$ cat config.mk
export PLATFORM = sky130hd
export DESIGN_NAME = hazard_ctrl_flat
export DESIGN_NICKNAME = d
export VERILOG_FILES = /design/src/rtl/hazard_pkg.sv /design/src/rtl/hazard_ctrl_if.sv /design/src/rtl/muldiv_busy_cnt.sv /design/src/rtl/hazard_ctrl.sv /design/src/flat_wrapper.sv
export SDC_FILE = /design/constraint.sdc
export NUM_CORES = 1
export LEC_CHECK = 0
export ABC_CLOCK_PERIOD_IN_PS = 3200
export CAP_MARGIN = 30
export CORE_AREA = 2 2 48 50
export DETAILED_ROUTE_END_ITERATION = 8
export DIE_AREA = 0 0 50 52
export PLACE_DENSITY = 0.73
export SLEW_MARGIN = 20
export SYNTH_ARGS = -nofsm -noshare
export SYNTH_HDL_FRONTEND = slang
export SYNTH_HIERARCHICAL = 1
export SYNTH_SLANG_ARGS = --single-unit
$ cat constraint.sdc
create_clock -name clk -period 3.2 [get_ports clk]
set_clock_uncertainty 0.15 [all_clocks]
set_input_delay 0.8 -clock clk [delete_from_list [all_inputs] [get_ports clk]]
set_output_delay 0.8 -clock clk [all_outputs]
set_load 0.01 [all_outputs]
$ cat src/rtl/hazard_pkg.sv
// Shared definitions for the hazard control block: FSM state encoding,
// the hard-wired zero register and the default mul/div latency.
package hazard_pkg;

  typedef enum logic {
    ST_IDLE = 1'b0,
    ST_BUSY = 1'b1
  } state_t;

  localparam logic [4:0] REG_ZERO       = 5'd0;
  localparam int         MULDIV_LAT_DEF = 32;
  localparam int         CNT_W_DEF      = 6;

  // A destination register collides with the ID instruction when it is not
  // $zero and matches a source operand that the instruction actually reads.
  function automatic logic reg_hit(input logic [4:0] dst,
                                   input logic [4:0] rs,
                                   input logic [4:0] rt,
                                   input logic       uses_rs,
                                   input logic       uses_rt);
    return (dst != REG_ZERO) &&
           ((uses_rs && (dst == rs)) || (uses_rt && (dst == rt)));
  endfunction

endpackage

$ cat src/rtl/hazard_ctrl_if.sv
// Pipeline-side bundle for hazard_ctrl: ID/EX/MEM hazard sources in,
// stall/flush controls and mul/div busy out.
// Optional macro HAZARD_STATS_EN adds the stall/flush cycle counters.
interface hazard_ctrl_if;

  logic [4:0]  ID_RsAddr;
  logic [4:0]  ID_RtAddr;
  logic        ID_UsesRs;
  logic        ID_UsesRt;
  logic        ID_Branch;
  logic        ID_MulDiv;
  logic        ID_ReadHiLo;
  logic        ID_EX_RegWr;
  logic [4:0]  ID_EX_RegWrAddr;
  logic        ID_EX_MemRd;
  logic        EX_MEM_MemRd;
  logic [4:0]  EX_MEM_RegWrAddr;
  logic        EX_MulDivStart;
  logic        EX_BranchTaken;
  logic        PC_Stall;
  logic        IF_ID_Stall;
  logic        IF_ID_Flush;
  logic        ID_EX_Flush;
  logic        MulDiv_Busy;
`ifdef HAZARD_STATS_EN
  logic [31:0] Stat_StallCycles;
  logic [31:0] Stat_FlushCycles;
`endif

  // Pipeline side: drives hazard sources, consumes controls.
  modport master (
    output ID_RsAddr, ID_RtAddr, ID_UsesRs, ID_UsesRt, ID_Branch,
           ID_MulDiv, ID_ReadHiLo, ID_EX_RegWr, ID_EX_RegWrAddr,
           ID_EX_MemRd, EX_MEM_MemRd, EX_MEM_RegWrAddr,
           EX_MulDivStart, EX_BranchTaken,
`ifdef HAZARD_STATS_EN
    input  Stat_StallCycles, Stat_FlushCycles,
`endif
    input  PC_Stall, IF_ID_Stall, IF_ID_Flush, ID_EX_Flush, MulDiv_Busy
  );

  // Hazard controller side.
  modport slave (
    input  ID_RsAddr, ID_RtAddr, ID_UsesRs, ID_UsesRt, ID_Branch,
           ID_MulDiv, ID_ReadHiLo, ID_EX_RegWr, ID_EX_RegWrAddr,
           ID_EX_MemRd, EX_MEM_MemRd, EX_MEM_RegWrAddr,
           EX_MulDivStart, EX_BranchTaken,
`ifdef HAZARD_STATS_EN
    output Stat_StallCycles, Stat_FlushCycles,
`endif
    output PC_Stall, IF_ID_Stall, IF_ID_Flush, ID_EX_Flush, MulDiv_Busy
  );

endinterface

$ cat src/rtl/muldiv_busy_cnt.sv
// Busy tracker for the multi-cycle mul/div unit. A start loads the
// countdown with MULDIV_LAT-1; busy drops on the edge that sees count 0,
// so a HI/LO reader is released MULDIV_LAT cycles after the start cycle.
// A start while already busy reloads the counter; flushes never cancel it.
module muldiv_busy_cnt
  import hazard_pkg::*;
#(
  parameter int MULDIV_LAT = MULDIV_LAT_DEF,
  parameter int CNT_W      = CNT_W_DEF
) (
  input  logic clk,
  input  logic reset,
  input  logic start,
  output logic busy
);

  localparam logic [CNT_W-1:0] LOAD_VAL = CNT_W'(MULDIV_LAT - 1);

  state_t           state_d, state_q;
  logic [CNT_W-1:0] cnt_d, cnt_q;
  logic             busy_d, busy_q;

  // Next-state and countdown logic for the IDLE/BUSY machine.
  always_comb begin
    state_d = state_q;
    cnt_d   = cnt_q;
    case (state_q)
      ST_IDLE: begin
        if (start) begin
          state_d = ST_BUSY;
          cnt_d   = LOAD_VAL;
        end else begin
          state_d = ST_IDLE;
        end
      end
      ST_BUSY: begin
        if (start) begin
          cnt_d = LOAD_VAL;
        end else if (cnt_q == '0) begin
          state_d = ST_IDLE;
        end else begin
          cnt_d = cnt_q - CNT_W'(1);
        end
      end
      default: begin
        state_d = ST_IDLE;
        cnt_d   = '0;
      end
    endcase
    busy_d = (state_d == ST_BUSY);
  end

  // State, counter and registered busy flag; reset aborts a busy period at once.
  always_ff @(posedge clk or posedge reset) begin
    if (reset) begin
      state_q <= ST_IDLE;
      cnt_q   <= '0;
      busy_q  <= 1'b0;
    end else begin
      state_q <= state_d;
      cnt_q   <= cnt_d;
      busy_q  <= busy_d;
    end
  end

  assign busy = busy_q;

endmodule

$ cat src/rtl/hazard_ctrl.sv
// Hazard detection for the 5-stage MIPS32 pipeline: load-use and ID-branch
// operand stalls, EX taken-branch flushes and the mul/div HI/LO interlock.
// Controls are combinational so they act in the cycle the hazard is seen.
// Optional macro HAZARD_STATS_EN adds saturating stall/flush cycle counters.
module hazard_ctrl
  import hazard_pkg::*;
#(
  parameter int MULDIV_LAT = MULDIV_LAT_DEF,
  parameter int CNT_W      = CNT_W_DEF
) (
  input  logic          clk,
  input  logic          reset,
  hazard_ctrl_if.slave  hif
);

  logic muldiv_busy_s;
  logic ex_hit_s, mem_hit_s;
  logic load_use_s, br_ex_s, br_mem_s, md_hz_s, stall_s;
  logic pc_stall_s, if_id_stall_s, if_id_flush_s, id_ex_flush_s;

  muldiv_busy_cnt #(
    .MULDIV_LAT (MULDIV_LAT),
    .CNT_W      (CNT_W)
  ) u_busy_cnt (
    .clk   (clk),
    .reset (reset),
    .start (hif.EX_MulDivStart),
    .busy  (muldiv_busy_s)
  );

  // Hazard classification and stall/flush priority (flush wins: the stalled
  // instruction is on the wrong path anyway).
  always_comb begin
    ex_hit_s   = reg_hit(hif.ID_EX_RegWrAddr, hif.ID_RsAddr, hif.ID_RtAddr,
                         hif.ID_UsesRs, hif.ID_UsesRt);
    mem_hit_s  = reg_hit(hif.EX_MEM_RegWrAddr, hif.ID_RsAddr, hif.ID_RtAddr,
                         hif.ID_UsesRs, hif.ID_UsesRt);
    load_use_s = hif.ID_EX_MemRd && hif.ID_EX_RegWr && ex_hit_s;
    br_ex_s    = hif.ID_Branch && hif.ID_EX_RegWr && ex_hit_s;
    br_mem_s   = hif.ID_Branch && hif.EX_MEM_MemRd && mem_hit_s;
    md_hz_s    = muldiv_busy_s && (hif.ID_MulDiv || hif.ID_ReadHiLo);
    stall_s    = load_use_s || br_ex_s || br_mem_s || md_hz_s;

    if (reset) begin
      pc_stall_s    = 1'b0;
      if_id_stall_s = 1'b0;
      if_id_flush_s = 1'b0;
      id_ex_flush_s = 1'b0;
    end else if (hif.EX_BranchTaken) begin
      pc_stall_s    = 1'b0;
      if_id_stall_s = 1'b0;
      if_id_flush_s = 1'b1;
      id_ex_flush_s = 1'b1;
    end else if (stall_s) begin
      pc_stall_s    = 1'b1;
      if_id_stall_s = 1'b1;
      if_id_flush_s = 1'b0;
      id_ex_flush_s = 1'b1;
    end else begin
      pc_stall_s    = 1'b0;
      if_id_stall_s = 1'b0;
      if_id_flush_s = 1'b0;
      id_ex_flush_s = 1'b0;
    end
  end

  assign hif.PC_Stall    = pc_stall_s;
  assign hif.IF_ID_Stall = if_id_stall_s;
  assign hif.IF_ID_Flush = if_id_flush_s;
  assign hif.ID_EX_Flush = id_ex_flush_s;
  assign hif.MulDiv_Busy = muldiv_busy_s;

`ifdef HAZARD_STATS_EN
  logic [31:0] stall_cnt_d, stall_cnt_q;
  logic [31:0] flush_cnt_d, flush_cnt_q;

  // Saturating counts of stall-only cycles and flush cycles.
  always_comb begin
    stall_cnt_d = stall_cnt_q;
    flush_cnt_d = flush_cnt_q;
    if (hif.EX_BranchTaken) begin
      if (flush_cnt_q != 32'hFFFF_FFFF) begin
        flush_cnt_d = flush_cnt_q + 32'd1;
      end else begin
        flush_cnt_d = flush_cnt_q;
      end
    end else if (stall_s) begin
      if (stall_cnt_q != 32'hFFFF_FFFF) begin
        stall_cnt_d = stall_cnt_q + 32'd1;
      end else begin
        stall_cnt_d = stall_cnt_q;
      end
    end else begin
      stall_cnt_d = stall_cnt_q;
    end
  end

  // Statistics registers, cleared by reset.
  always_ff @(posedge clk or posedge reset) begin
    if (reset) begin
      stall_cnt_q <= 32'd0;
      flush_cnt_q <= 32'd0;
    end else begin
      stall_cnt_q <= stall_cnt_d;
      flush_cnt_q <= flush_cnt_d;
    end
  end

  assign hif.Stat_StallCycles = stall_cnt_q;
  assign hif.Stat_FlushCycles = flush_cnt_q;
`endif

endmodule

$ cat src/flat_wrapper.sv
// flat-port wrapper written by rule: the top's interface ports become plain ports
module hazard_ctrl_flat import hazard_pkg::*;
#(
  parameter int MULDIV_LAT = MULDIV_LAT_DEF,
  parameter int CNT_W      = CNT_W_DEF
)
  (clk, reset, hif_ID_RsAddr, hif_ID_RtAddr, hif_ID_UsesRs, hif_ID_UsesRt, hif_ID_Branch, hif_ID_MulDiv, hif_ID_ReadHiLo, hif_ID_EX_RegWr, hif_ID_EX_RegWrAddr, hif_ID_EX_MemRd, hif_EX_MEM_MemRd, hif_EX_MEM_RegWrAddr, hif_EX_MulDivStart, hif_EX_BranchTaken, hif_PC_Stall, hif_IF_ID_Stall, hif_IF_ID_Flush, hif_ID_EX_Flush, hif_MulDiv_Busy);
  hazard_ctrl_if hif_i ();
  input  logic clk;
  input  logic reset;
  input wire logic [$bits(hif_i.ID_RsAddr)-1:0] hif_ID_RsAddr;
  input wire logic [$bits(hif_i.ID_RtAddr)-1:0] hif_ID_RtAddr;
  input wire logic [$bits(hif_i.ID_UsesRs)-1:0] hif_ID_UsesRs;
  input wire logic [$bits(hif_i.ID_UsesRt)-1:0] hif_ID_UsesRt;
  input wire logic [$bits(hif_i.ID_Branch)-1:0] hif_ID_Branch;
  input wire logic [$bits(hif_i.ID_MulDiv)-1:0] hif_ID_MulDiv;
  input wire logic [$bits(hif_i.ID_ReadHiLo)-1:0] hif_ID_ReadHiLo;
  input wire logic [$bits(hif_i.ID_EX_RegWr)-1:0] hif_ID_EX_RegWr;
  input wire logic [$bits(hif_i.ID_EX_RegWrAddr)-1:0] hif_ID_EX_RegWrAddr;
  input wire logic [$bits(hif_i.ID_EX_MemRd)-1:0] hif_ID_EX_MemRd;
  input wire logic [$bits(hif_i.EX_MEM_MemRd)-1:0] hif_EX_MEM_MemRd;
  input wire logic [$bits(hif_i.EX_MEM_RegWrAddr)-1:0] hif_EX_MEM_RegWrAddr;
  input wire logic [$bits(hif_i.EX_MulDivStart)-1:0] hif_EX_MulDivStart;
  input wire logic [$bits(hif_i.EX_BranchTaken)-1:0] hif_EX_BranchTaken;
  output wire logic [$bits(hif_i.PC_Stall)-1:0] hif_PC_Stall;
  output wire logic [$bits(hif_i.IF_ID_Stall)-1:0] hif_IF_ID_Stall;
  output wire logic [$bits(hif_i.IF_ID_Flush)-1:0] hif_IF_ID_Flush;
  output wire logic [$bits(hif_i.ID_EX_Flush)-1:0] hif_ID_EX_Flush;
  output wire logic [$bits(hif_i.MulDiv_Busy)-1:0] hif_MulDiv_Busy;
  assign hif_i.ID_RsAddr = hif_ID_RsAddr;
  assign hif_i.ID_RtAddr = hif_ID_RtAddr;
  assign hif_i.ID_UsesRs = hif_ID_UsesRs;
  assign hif_i.ID_UsesRt = hif_ID_UsesRt;
  assign hif_i.ID_Branch = hif_ID_Branch;
  assign hif_i.ID_MulDiv = hif_ID_MulDiv;
  assign hif_i.ID_ReadHiLo = hif_ID_ReadHiLo;
  assign hif_i.ID_EX_RegWr = hif_ID_EX_RegWr;
  assign hif_i.ID_EX_RegWrAddr = hif_ID_EX_RegWrAddr;
  assign hif_i.ID_EX_MemRd = hif_ID_EX_MemRd;
  assign hif_i.EX_MEM_MemRd = hif_EX_MEM_MemRd;
  assign hif_i.EX_MEM_RegWrAddr = hif_EX_MEM_RegWrAddr;
  assign hif_i.EX_MulDivStart = hif_EX_MulDivStart;
  assign hif_i.EX_BranchTaken = hif_EX_BranchTaken;
  assign hif_PC_Stall = hif_i.PC_Stall;
  assign hif_IF_ID_Stall = hif_i.IF_ID_Stall;
  assign hif_IF_ID_Flush = hif_i.IF_ID_Flush;
  assign hif_ID_EX_Flush = hif_i.ID_EX_Flush;
  assign hif_MulDiv_Busy = hif_i.MulDiv_Busy;
  hazard_ctrl #(.MULDIV_LAT(MULDIV_LAT), .CNT_W(CNT_W)) u_core (.clk(clk), .reset(reset), .hif(hif_i));
endmodule
# Word level (Yosys, flattened, before mapping)
# Cells that the tools add are included.
[word_totals]
regBits = 7
output_inout_bits = 5
word_cells = 48
[op_classes]
addsub = 1
eq_ne = 6
mux = 15
n_bitwise = 1
reduce_logical = 23
[ops]
columns = ["op", "count"]
rows = [
  ["== test 5 bit", 4],
  ["two-way mux 6 bit", 3],
  ["logical AND 1 bit", 13],
  ["one-hot mux 6 bit (2 select lines)", 1],
  ["two-way mux 1 bit", 10],
  ["nonzero test 5 bit", 2],
  ["logical NOT 6 bit", 1],
  ["logical OR 1 bit", 6],
  ["subtractor 6 x 1 -> 6 bit (second input constant)", 1],
  ["!= test 3 bit (second input constant)", 1],
  ["!= test 2 bit (second input constant)", 1],
  ["one-hot mux 1 bit (2 select lines)", 1],
  ["AND reduction 2 bit", 1],
  ["NOT 1 bit", 1],
]

# Longest topological paths before layout
[depth]
depth_word = 11
mapped_depth = 6
ltp_nobuf = 5

# By module
# Netlist, hierarchy kept.
[by_module_without_submodules]
columns = ["module", "instances", "cells_each", "area_per_inst_um2"]
rows = [
  ["muldiv_busy_cnt", 1, 46, 461.7],
  ["hazard_ctrl", 1, 39, 317.8],
]

# Worst setup path before layout
# Ideal clock, no wire load.
[synth_timing]
path_kind = "input to output"
start = "in hif_ID_EX_RegWrAddr[3]"
end = "out hif_PC_Stall"
arrival_ns = 2.002
path_slack_ns = 0.248
cell_stages = 6
n_path_buf = 1
cell_sequence = "xor2_1 -> nor4_2 -> a32oi_1 -> o221a_2 -> nor3_2 -> buf_4"
[synth_between]
elab_chain_len = 11
elab_cells_between_ends = 15
[synth_rtl]
columns = ["item", "line_no", "source"]
rows = [
  ["start: declaration", "flat_wrapper.sv:19", "input wire logic [$bits(hif_i.ID_EX_RegWrAddr)-1:0] hif_ID_EX_RegWrAddr;"],
  ["== test 5 bit", "hazard_pkg.sv:22", "((uses_rs && (dst == rs)) || (uses_rt && (dst == rt)));"],
  ["logical AND 1 bit", "hazard_pkg.sv:22", ""],
  ["logical OR 1 bit", "hazard_pkg.sv:22", ""],
  ["logical AND 1 bit *", "hazard_pkg.sv:21", "return (dst != REG_ZERO) &&"],
  ["logical AND 1 bit, on equally long branches", "hazard_ctrl.sv:38, hazard_ctrl.sv:39", ""],
  ["logical OR 1 bit * (3 in series)", "hazard_ctrl.sv:42", "stall_s = load_use_s || br_ex_s || br_mem_s || md_hz_s;"],
  ["two-way mux 1 bit * (3 in series)", "-", ""],
  ["end: declaration", "flat_wrapper.sv:25", "output wire logic [$bits(hif_i.PC_Stall)-1:0] hif_PC_Stall;"],
]
# Every way passes the cells marked *; elsewhere a longest branch is shown, timed or not.

# Worst setup path after layout
[layout_timing]
start = "in hif_EX_MEM_RegWrAddr[2]"
end = "out hif_ID_EX_Flush"
[layout_between]
elab_chain_len = 10
elab_cells_between_ends = 13
[layout_rtl]
columns = ["item", "line_no", "source"]
rows = [
  ["start: declaration", "flat_wrapper.sv:22", "input wire logic [$bits(hif_i.EX_MEM_RegWrAddr)-1:0] hif_EX_MEM_RegWrAddr;"],
  ["== test 5 bit", "hazard_pkg.sv:22", ""],
  ["logical AND 1 bit", "hazard_pkg.sv:22", ""],
  ["logical OR 1 bit", "hazard_pkg.sv:22", ""],
  ["logical AND 1 bit *", "hazard_pkg.sv:21", ""],
  ["logical AND 1 bit *", "hazard_ctrl.sv:40", "br_mem_s = hif.ID_Branch && hif.EX_MEM_MemRd && mem_hit_s;"],
  ["logical OR 1 bit * (2 in series)", "hazard_ctrl.sv:42", ""],
  ["two-way mux 1 bit *", "hazard_ctrl.sv:54", "end else if (stall_s) begin"],
  ["two-way mux 1 bit *", "hazard_ctrl.sv:49", "end else if (hif.EX_BranchTaken) begin"],
  ["two-way mux 1 bit *", "hazard_ctrl.sv:44", "if (reset) begin"],
  ["end: declaration", "flat_wrapper.sv:28", "output wire logic [$bits(hif_i.ID_EX_Flush)-1:0] hif_ID_EX_Flush;"],
]
# Marks and branches as above.

==> results.toml <==
[run_status]
status = "completed"

[hold_path]
min_to = "u_core/u_busy_cnt/cnt_q[2]$_DFFE_PP0P_"
hold_start = "u_core/u_busy_cnt/cnt_q[2]$_DFFE_PP0P_"
hold_class = "flip-flop to flip-flop"
hold_depth = 1

[synth]
synth_most_common_cell = "xor2_1"
synth_warnings = 6
ys_seq_area_share_pct = 22.5
syn_nets = 119
avgSynthCellArea_sq_um = 9.17
synth_ff_type = "dfrtp_1"
synthTopCellsByArea = "dfrtp_1 22%, xor2_1 18%, xnor2_1 4.5%"
synth_seq_cells = 7
synth-edff-count = 0
yosys.cell_types.count = 39
async_flop_share_pct = 100
syn_inst = 85
synth_area_sq_um = 779
synthTopCellsByCount = "16 x xor2_1, 7 x dfrtp_1, 6 x inv_1"
synth_top_area_share_pct = 22.5
synth_top_area_cell = "dfrtp_1"

[setup_path]
rr_startpoint = "u_core/u_busy_cnt/cnt_q[0]$_DFFE_PP0P_"
worstSetupEndpointType = "primary output"
worstPathMaxFanout = 3
regToRegEndpoint = "u_core/u_busy_cnt/cnt_q[0]$_DFFE_PP0P_"
cp.required_ps = 2250
crit_type = "input port to primary output"
cpMaxStageDelayCell = "or4_4"
cp_cell_sequence = "clkdlybuf4s15_1 -> or4_4 -> o211ai_1 -> o221a_2 -> a21oi_2 -> buf_2"
crit_buf_inv = 2
critPathTopFamily = "simple AND/OR/NAND/NOR gates"
r2r_slack_ps = 1480
arrival_ps = 2210
startpoint_type = "input port"
critPathMaxStageDelay_ps = 530
r2r_cells = 5

[timing]
fmax_mhz = 317
setup_viol = 0
setup_tns_ps = 0
worst_slew_pin_slew_ps = 435
fin_crit_sh_pct = 98.6
slew_violations = 0
max-slew-margin-rel_pct = 70.6
rsz0062_at_grt = "no"
fin_crit_ps = 3160
hold_violations = 0

[global_route]
overflow = 0
grt_pass1_wl_um = 3620
grt_max_degree = 14
grt_usage_pct = 18.3
antenna_found_initial = 0
grt_pass1_vias = 813

[die]
die_w_um = 50
core_area_sq_um = 2110
dieArea_sq_um = 2600
pin_count = 37
start_util_pct = 37.0
die_h_um = 52
num_rows = 17

[clock_tree]
cts_root_buf = "clkbuf_4"
cts_inserted_buffers = 3
htree_levels = 1
clock_sinks = 7
postCtsSetupRepairBufs = 0
cts_buffer_depth = 2
ctsHoldBuffers = 0
path_clk_slew_ps = 60
clock_latency_ps = 250
cts_tree = "yes"

[layout]
antennaDiodeCount = 0
final_layout_size_suffix_gt1_share_pct = 29.5
syn2layout_area_growth_pct = 52.6
nNetsFinal = 164
stdcell_area_sq_um = 1190

[placed_design]
dpl.hpwl_um = 1780
io_buffers = 36
gp_congestion = 0.793
dpl_cell_area_sq_um = 1210

[pwr]
vdd_drop_max_v = 0.000230
power.total_mw = 0.379
power_density_nw_per_um2 = 319
cellLeakagePower_nw = 0.495

[drt]
drc = 0
vias = 828
drtIter0Drc = 11
postRouteAntennaNets = 0
post_drt_via_cell_ratio = 5.27
totalWireLength_um = 2240
firstDrtPassIters = 4
wl_per_cell_um = 14.3

[run]
cap_violations = 0
-- metrics by stage --
stage | setup WS, ps | utilization [%] | hold slack (ps) | cells
after global placement | -648 | 57.6 | 432 | 154
after floorplan | 248 | - | 389 | 85
after CTS | 1.11 | 57.3 | 442 | 157
after detailed placement | -660 | 57.6 | 437 | 154
final | 44.8 | 56.5 | 438 | 157
after global routing | 1.62 | 56.5 | 483 | 157
-- placed cells by master, fill, tap and decap left out, types with 2 or more instances in the layout --
cell / count
a21oi_2: 2
a32oi_1: 2
and2_1: 2
buf_2: 7
buf_4: 7
clkbuf_2: 5
clkbuf_4: 3
clkdlybuf4s15_1: 6
clkdlybuf4s50_1: 13
dfrtp_1: 7
dlygate4sd2_1: 5
ha_1: 2
inv_1: 6
nand2_1: 2
nor2_1: 2
nor3_1: 4
nor3_2: 2
nor4_1: 4
nor4b_1: 2
o211ai_1: 2
o21ai_0: 2
or4_4: 2
xnor2_1: 4
xor2_1: 15
-- routing by layer --
layer / track usage [%] / vias to the layer above / share of wire (%)
met4: 5.56 / 0 / 0
li1: - / 408 / -
met1: 21.7 / 386 / 44
met5: 0 / - / 0
met2: 34.0 / 34 / 50
met3: 2.59 / 0 / 5.8
-- power breakdown --
part	switching, mW	total [mW]	internal [mW]
Clock	0.0336	0.0813	0.0477
Sequential	0.0205	0.125	0.104
Combinational	0.0859	0.173	0.0876
-- repair_timing --
item                                    CTS  global route
pin swaps                                12             9
hold endpoints to repair                  0             0
endpoints found under the setup margin    3             3
resized for setup                        53            12
-- state kept, by name (all words and copies together), names as in the netlist --
name	cells
u_core/u_busy_cnt/busy	1
u_core/u_busy_cnt/cnt_q	6
-- worst register-to-register path: cells and delay by family (launching register included) --
kind | cells | cell delay (ps)
simple gates | 3 | 720
flops | 1 | 420
buf+inv | 1 | 140
fa+ha+maj | 1 | 200
-- worst max-delay path by stage --
stage	start	end	slack (ps)	cells past startpoint
after floorplan	hif_ID_EX_RegWrAddr[3]	hif_PC_Stall	250	6
after global routing	hif_EX_MEM_RegWrAddr[2]	hif_ID_EX_Flush	2	6
after CTS	hif_ID_EX_RegWrAddr[0]	hif_PC_Stall	1	7
after global placement	hif_ID_RsAddr[0]	hif_IF_ID_Stall	-650	7
after detailed placement	hif_ID_RsAddr[0]	hif_PC_Stall	-660	7
final	hif_EX_MEM_RegWrAddr[2]	hif_ID_EX_Flush	40	6
-- kinds of logic after synthesis --
family	Yosys count	share of synthesized area, %
adder cells (fa/ha/maj)	2	3.21
buffers and inverters	10	6.74
multiplexers	1	1.44
flip-flops	7	22.5
XOR/XNOR	20	22.5
AND/OR/NAND/NOR	29	26.6
AO/OA/AOI/OAI	16	17.0
-- final cells by class --
class	instances	area, sq um
clock buffer	4	26.3
fill	204	916
inverter	6	22.5
multi-input combinational	68	573
sequential	7	175
tap	28	35.0
timing repair buffer	44	358
Power figures use the tool's default switching activity.
